<file path="config.mk">
export PLATFORM = sky130hd
export DESIGN_NAME = cpu_accel_memq
export DESIGN_NICKNAME = d
export VERILOG_FILES = /design/src/rtl/cpu_accel_memq_pkg.sv /design/src/rtl/cpu_accel_memq_fifo.sv /design/src/rtl/cpu_accel_memq.sv
export SDC_FILE = /design/constraint.sdc
export NUM_CORES = 1
export LEC_CHECK = 0
export ABC_CLOCK_PERIOD_IN_PS = 19700
export BUFFER_PORTS_ARGS = -buffer_cell sky130_fd_sc_hd__buf_2
export CAP_MARGIN = 5
export CORE_AREA = 2 2 446 448
export CTS_BUF_LIST = sky130_fd_sc_hd__clkbuf_8
export CTS_CLUSTER_DIAMETER = 100
export CTS_CLUSTER_SIZE = 16
export DETAILED_ROUTE_END_ITERATION = 7
export DIE_AREA = 0 0 448 450
export GPL_ROUTABILITY_DRIVEN = 0
export SYNTH_ARGS = -nofsm -noshare
export SYNTH_HDL_FRONTEND = slang
export SYNTH_HIERARCHICAL = 1
export SYNTH_SLANG_ARGS = --single-unit
</file>
<file path="constraint.sdc">
create_clock -name clk -period 19.7 [get_ports clk]
set_input_delay 0.985 -clock clk [delete_from_list [all_inputs] [get_ports clk]]
set_output_delay 0.985 -clock clk [all_outputs]
set_load 0.01 [all_outputs]
</file>
<file path="src/rtl/cpu_accel_memq_pkg.sv">
// Shared types for the accelerator memory request queue: FSM states and the queued request record.
package cpu_accel_memq_pkg;

    localparam int MEMQ_AW = 16;
    localparam int MEMQ_DW = 32;

    typedef enum logic [1:0] {
        IDLE,
        RD_WAIT,
        RSP_HOLD
    } memq_state_t;

    typedef struct packed {
        logic               wr;
        logic [MEMQ_AW-1:0] addr;
        logic [MEMQ_DW-1:0] wdata;
    } memq_req_t;

endpackage

</file>
<file path="src/rtl/cpu_accel_memq_fifo.sv">
// In-order synchronous FIFO of queued accelerator requests; count separates full from empty.
module cpu_accel_memq_fifo
    import cpu_accel_memq_pkg::*;
#(
    parameter int DEPTH = 4,
    parameter int CW    = $clog2(DEPTH) + 1
) (
    input  logic          clk,
    input  logic          rst,
    input  logic          push,
    input  logic          pop,
    input  memq_req_t     din,
    output memq_req_t     head,
    output logic          full,
    output logic          empty,
    output logic [CW-1:0] count
);

    localparam int PW = $clog2(DEPTH);

    memq_req_t       mem [DEPTH];
    logic [PW-1:0]   wr_ptr;
    logic [PW-1:0]   rd_ptr;
    logic            do_push;
    logic            do_pop;

    assign full    = (count == CW'(DEPTH));
    assign empty   = (count == '0);
    assign do_push = push & ~full;
    assign do_pop  = pop & ~empty;
    assign head    = mem[rd_ptr];

    // NOTE: storage is not reset; an entry is only read after it has been written, so reset buys nothing.
    always_ff @(posedge clk) begin
        if (do_push) mem[wr_ptr] <= din;
    end

    always_ff @(posedge clk or posedge rst) begin
        if (rst) begin
            wr_ptr <= '0;
            rd_ptr <= '0;
            count  <= '0;
        end else begin
            if (do_push) wr_ptr <= wr_ptr + PW'(1);
            if (do_pop)  rd_ptr <= rd_ptr + PW'(1);
            count <= count + CW'(do_push) - CW'(do_pop);
        end
    end

endmodule

</file>
<file path="src/rtl/cpu_accel_memq.sv">
// Accelerator request queue: issues buffered requests only in idle memory cycles and holds
// one 512-bit read response until the accelerator takes it.
module cpu_accel_memq
    import cpu_accel_memq_pkg::*;
#(
    parameter int DEPTH = 4,
    parameter int AW    = MEMQ_AW,
    parameter int DW    = MEMQ_DW,
    parameter int RW    = 512
) (
    input  logic                     clk,
    input  logic                     rst,
    input  logic                     req_valid,
    output logic                     req_ready,
    input  logic                     req_wr,
    input  logic [AW-1:0]            req_addr,
    input  logic [DW-1:0]            req_wdata,
    output logic                     rsp_valid,
    input  logic                     rsp_ready,
    output logic [RW-1:0]            rsp_rdata,
    input  logic                     mem_busy,
    output logic [AW-1:0]            mem_addr,
    output logic [DW-1:0]            mem_wrt_data,
    output logic                     mem_wrt_en,
    input  logic [RW-1:0]            mem_rd_data,
    output logic [$clog2(DEPTH):0]   count
);

    localparam int CW = $clog2(DEPTH) + 1;

    memq_state_t   state;
    memq_req_t     entry;
    memq_req_t     head;
    logic          full;
    logic          empty;
    logic          push;
    logic          issue;
    logic [CW-1:0] count_next;

    assign entry = '{wr: req_wr, addr: req_addr, wdata: req_wdata};
    assign push  = req_valid & req_ready;
    // Only one read may be in flight, so nothing issues outside IDLE.
    assign issue = (state == IDLE) & ~empty & ~mem_busy;

    assign mem_addr     = issue ? head.addr : '0;
    assign mem_wrt_en   = issue & head.wr;
    assign mem_wrt_data = (issue & head.wr) ? head.wdata : '0;

    assign count_next = count + CW'(push) - CW'(issue);

    cpu_accel_memq_fifo #(.DEPTH(DEPTH), .CW(CW)) u_fifo (
        .clk   (clk),
        .rst   (rst),
        .push  (push),
        .pop   (issue),
        .din   (entry),
        .head  (head),
        .full  (full),
        .empty (empty),
        .count (count)
    );

    // Registered from next occupancy, so a slot freed by a pop only opens next cycle.
    always_ff @(posedge clk or posedge rst) begin
        if (rst) req_ready <= 1'b0;
        else     req_ready <= (count_next != CW'(DEPTH));
    end

    // NOTE: sequential state uses non-blocking assignments so every register updates from pre-edge values.
    always_ff @(posedge clk or posedge rst) begin
        if (rst) begin
            state     <= IDLE;
            rsp_valid <= 1'b0;
            rsp_rdata <= '0;
        end else begin
            case (state)
                IDLE: begin
                    if (issue && !head.wr) state <= RD_WAIT;
                end
                RD_WAIT: begin
                    rsp_rdata <= mem_rd_data;
                    rsp_valid <= 1'b1;
                    state     <= RSP_HOLD;
                end
                RSP_HOLD: begin
                    if (rsp_ready) begin
                        rsp_valid <= 1'b0;
                        state     <= IDLE;
                    end
                end
                default: state <= IDLE;
            endcase
        end
    end

endmodule

</file>
==> results by group <==
Timing
  – Min setup slack post-route: 15.43 ns
  – Tmin final: 4.269 ns
  – Unrepaired setup endpoints after global routing: no
  – Final setup fails: 0
  – Period Utilization, post-route: 0.2167
  – Final Max Slew Viols: 0
  – Max-slew headroom: 0.2733
  – F_max: 0.2342 GHz
  – Worst-margin pin slew: 1.090 ns
  – Final TNS setup: 0 ns
  – Setup Skew: 0.06154 ns
  – Hold Fails Final Rpt: 0

Drt
  – Vias/cell: 3.470
  – Post-route DRC: 0
  – Total wire length: 142500 um
  – Vias: 18.52k
  – 1st-iter DRT viols: 930
  – Final ANT Viol Nets: 0
  – First-pass iteration count of the detailed router: 5
  – WL per Instance: 26.70 um

Critical path
  – Worst reg2reg path depth: 4
  – Worst setup EP type: output pin
  – Crit-path slowest cell: dfrtp_4
  – Critical Path AT: 3.28 ns
  – Crit path max fanout: 31
  – Crit path cell chain: buf_4 -> mux4_2 -> nand2_1 -> nor3_1 -> buf_2
  – Crit start category: flop
  – Reg2reg start: state[0]
  – RR Endpoint: rsp_rdata[189]
  – CP startpoint: u_fifo/rd_ptr[0]
  – Crit-path max cell delay: 0.73 ns
  – Critical setup path kind: flop to output pin
  – Worst path required time: 18.72 ns
  – R2R setup slack: 16.11 ns

Final layout
  – Fill cell count: 21.55k
  – Final net count: 3208
  – Layout cells sized above 1: 0.5257
  – Layout area overhead: 35.61%

Floorplanning
  – Floorplan row count: 163
  – IO Pins: 1132
  – Starting Density: 0.1392
  – Floorplan Core Area: 196600 um2
  – Chip width: 448 um
  – Die area: 201600 um2
  – Die Y: 450 um

Yosys
  – Post-Syn Nets: 2077
  – Seq cells post-synth: 719
  – Post-synth EDFFs: 196
  – Largest area contributor in the netlist: dfrtp_1
  – Top cells by area, synth: dfrtp_1, edfxtp_1, mux2_1
  – Post-Synthesis Cells: 1501
  – Syn Area/Cell: 18.24 um2
  – Synth warn: 6
  – Top_reg_cell synth: dfrtp_1
  – Async S/R FF share, synth: 0.7274
  – Register area share after synthesis: 0.6931
  – Synthesized area: 27380 um2
  – Top-area cell type share of the netlist area: 0.4781
  – Yosys cell types: 33
  – Most common cell in the synthesized netlist: dfrtp_1
  – Most frequent cells after synthesis: dfrtp_1, mux2_1, edfxtp_1

Run status
  – Status: complete, no violations

Clocking
  – Root buf cell: clkbuf_8
  – Clock Latency Late Sink: 0.85 ns
  – Hold buffers post-CTS: 0
  – Clock Sinks: 719
  – CTS resizes: 0
  – Setup repair bufs after CTS: 0
  – Clock Pin Slew Worst Setup and Hold Paths: 0.11 ns
  – Clk buf depth: 3
  – TritonCTS clock tree: built
  – Num CTS Buffers: 60
  – CTS H-tree depth: 2

GRT
  – Initial antenna violation count: 156
  – Largest net degree at the start of global routing: 143
  – Vias in the first global route: 18.96k
  – First-pass GRT wire length: 182000 um
  – GRT Util Overall: 0.1362
  – Total global routing overflow: 0

Power and ir drop
  – Maximum VDD drop: 0.08108 mV
  – Seq pwr share: 0.408
  – Cell-internal power: 3600 uW
  – Sw frac: 0.4166
  – Sw power: 2571 uW
  – LEAKAGE: 0.01608 uW
  – Clock Power Share: 0.148
  – PD cells: 166.2 nW/um2
  – Combinational share of power: 0.445

Worst hold path
  – Hold Path Class: input pin to asynchronous set/reset pin

Placed design
  – IO Port Bufs: 1131
  – Placement Setup Slack: 15.39 ns
  – Final HPWL DP: 119700 um

Flow run
  – Max-Cap Viols: 0
-- logic make-up (layout without fill, tap and decap cells) --
kind of cell	Yosys count	count (layout)	share of synthesized area
compound gates	6	6	0.001737
xor+xnor	5	5	0.002103
fa+ha+maj	10	10	0.005119
buf+inv	96	1264	0.02687
flops	719	719	0.6931
mux	561	561	0.2509
other cells	0	27	0
simple gates	104	104	0.02020
-- metal layers --
layer	vias up	GRT usage	part of all wire
met5	-	0	0.00085
met4	18	0.04403	0.035
met3	357	0.08559	0.14
met2	932	0.2380	0.50
met1	9461	0.1297	0.32
li1	7749	-	-
-- flip-flops by register name, summed over array words and instances (netlist names) --
name and count:
u_fifo/mem 196, u_fifo/count 3, u_fifo/rd_ptr 2, u_fifo/wr_ptr 2, req_ready 1, state 2, rsp_valid 1, rsp_rdata 512
-- worst max-delay path by stage --
| stage | depth (start not counted) | slack, ns | endpoint |
|---|---|---|---|
| detailed placement | 5 | 15.39 | rsp_rdata[488] |
| CTS | 5 | 15.19 | mem_wrt_data[25] |
| finish | 5 | 15.43 | mem_wrt_data[25] |
| floorplan | 1 | 4.30 | req_ready |
| global route | 5 | 15.13 | mem_wrt_data[25] |
| global placement | 5 | 15.46 | rsp_rdata[64] |
-- layout by cell type, fill, tap and decap left out, types with 4 or more instances in the layout --
master    count
and2_1       16
nor3_1       34
nand2b_1      4
ha_1          8
clkbuf_8     61
mux2_2      106
and3b_4       4
mux2_1      406
dfrtp_1     521
edfxtp_1    196
buf_4        20
nand2_1      35
inv_1        26
buf_2      1131
mux4_2       49
inv_8         6
inv_6         9
diode_2      27
-- critical path, delay by kind of cell, from the launching register on --
family,cells,cell delay [ns]
buffers and inverters,2,0.84
DFF,1,0.73
muxes,1,0.60
and+or+nand+nor,2,0.18
-- stage by stage --
step | util | cells | instance area (um2) | power, uW | hold WS (ns)
2_1_floorplan | - | 1501 | 27380 | 3870 | 0.5264
3_5_place_dp | 0.1824 | 5210 | 35870 | 5353 | 0.4692
4_1_cts | 0.1885 | 5309 | 37060 | 6306 | 0.01057
3_3_place_gp | 0.1824 | 5210 | 35870 | 5306 | 0.4625
5_1_grt | 0.1887 | 5327 | 37100 | 6578 | 0.07512
6_report | 0.1888 | 5336 | 37130 | 6171 | 0.1565
-- power groups by stage --
stage / Clock (uW) / Combinational, uW / Sequential, uW
after detailed placement: 0 / 2810 / 2550
after global placement: 0 / 2790 / 2520
after CTS: 970 / 2820 / 2520
after floorplan: 0 / 1130 / 2740
final: 913 / 2740 / 2510
after global routing: 1020 / 2970 / 2590
-- area by class of cell --
class,count,area [um2],share of cell area
Sequential cell,719,18980,0.5112
Multi-Input combinational cell,686,7700,0.2074
Timing Repair Buffer,1152,5831,0.1571
Tap cell,2640,3303,0.08897
Clock buffer,61,839.6,0.02261
Clock inverter,38,350.3,0.009437
Antenna cell,27,67.56,0.001820
Inverter,13,56.30,0.001517
(Power assumes the default switching activity.)
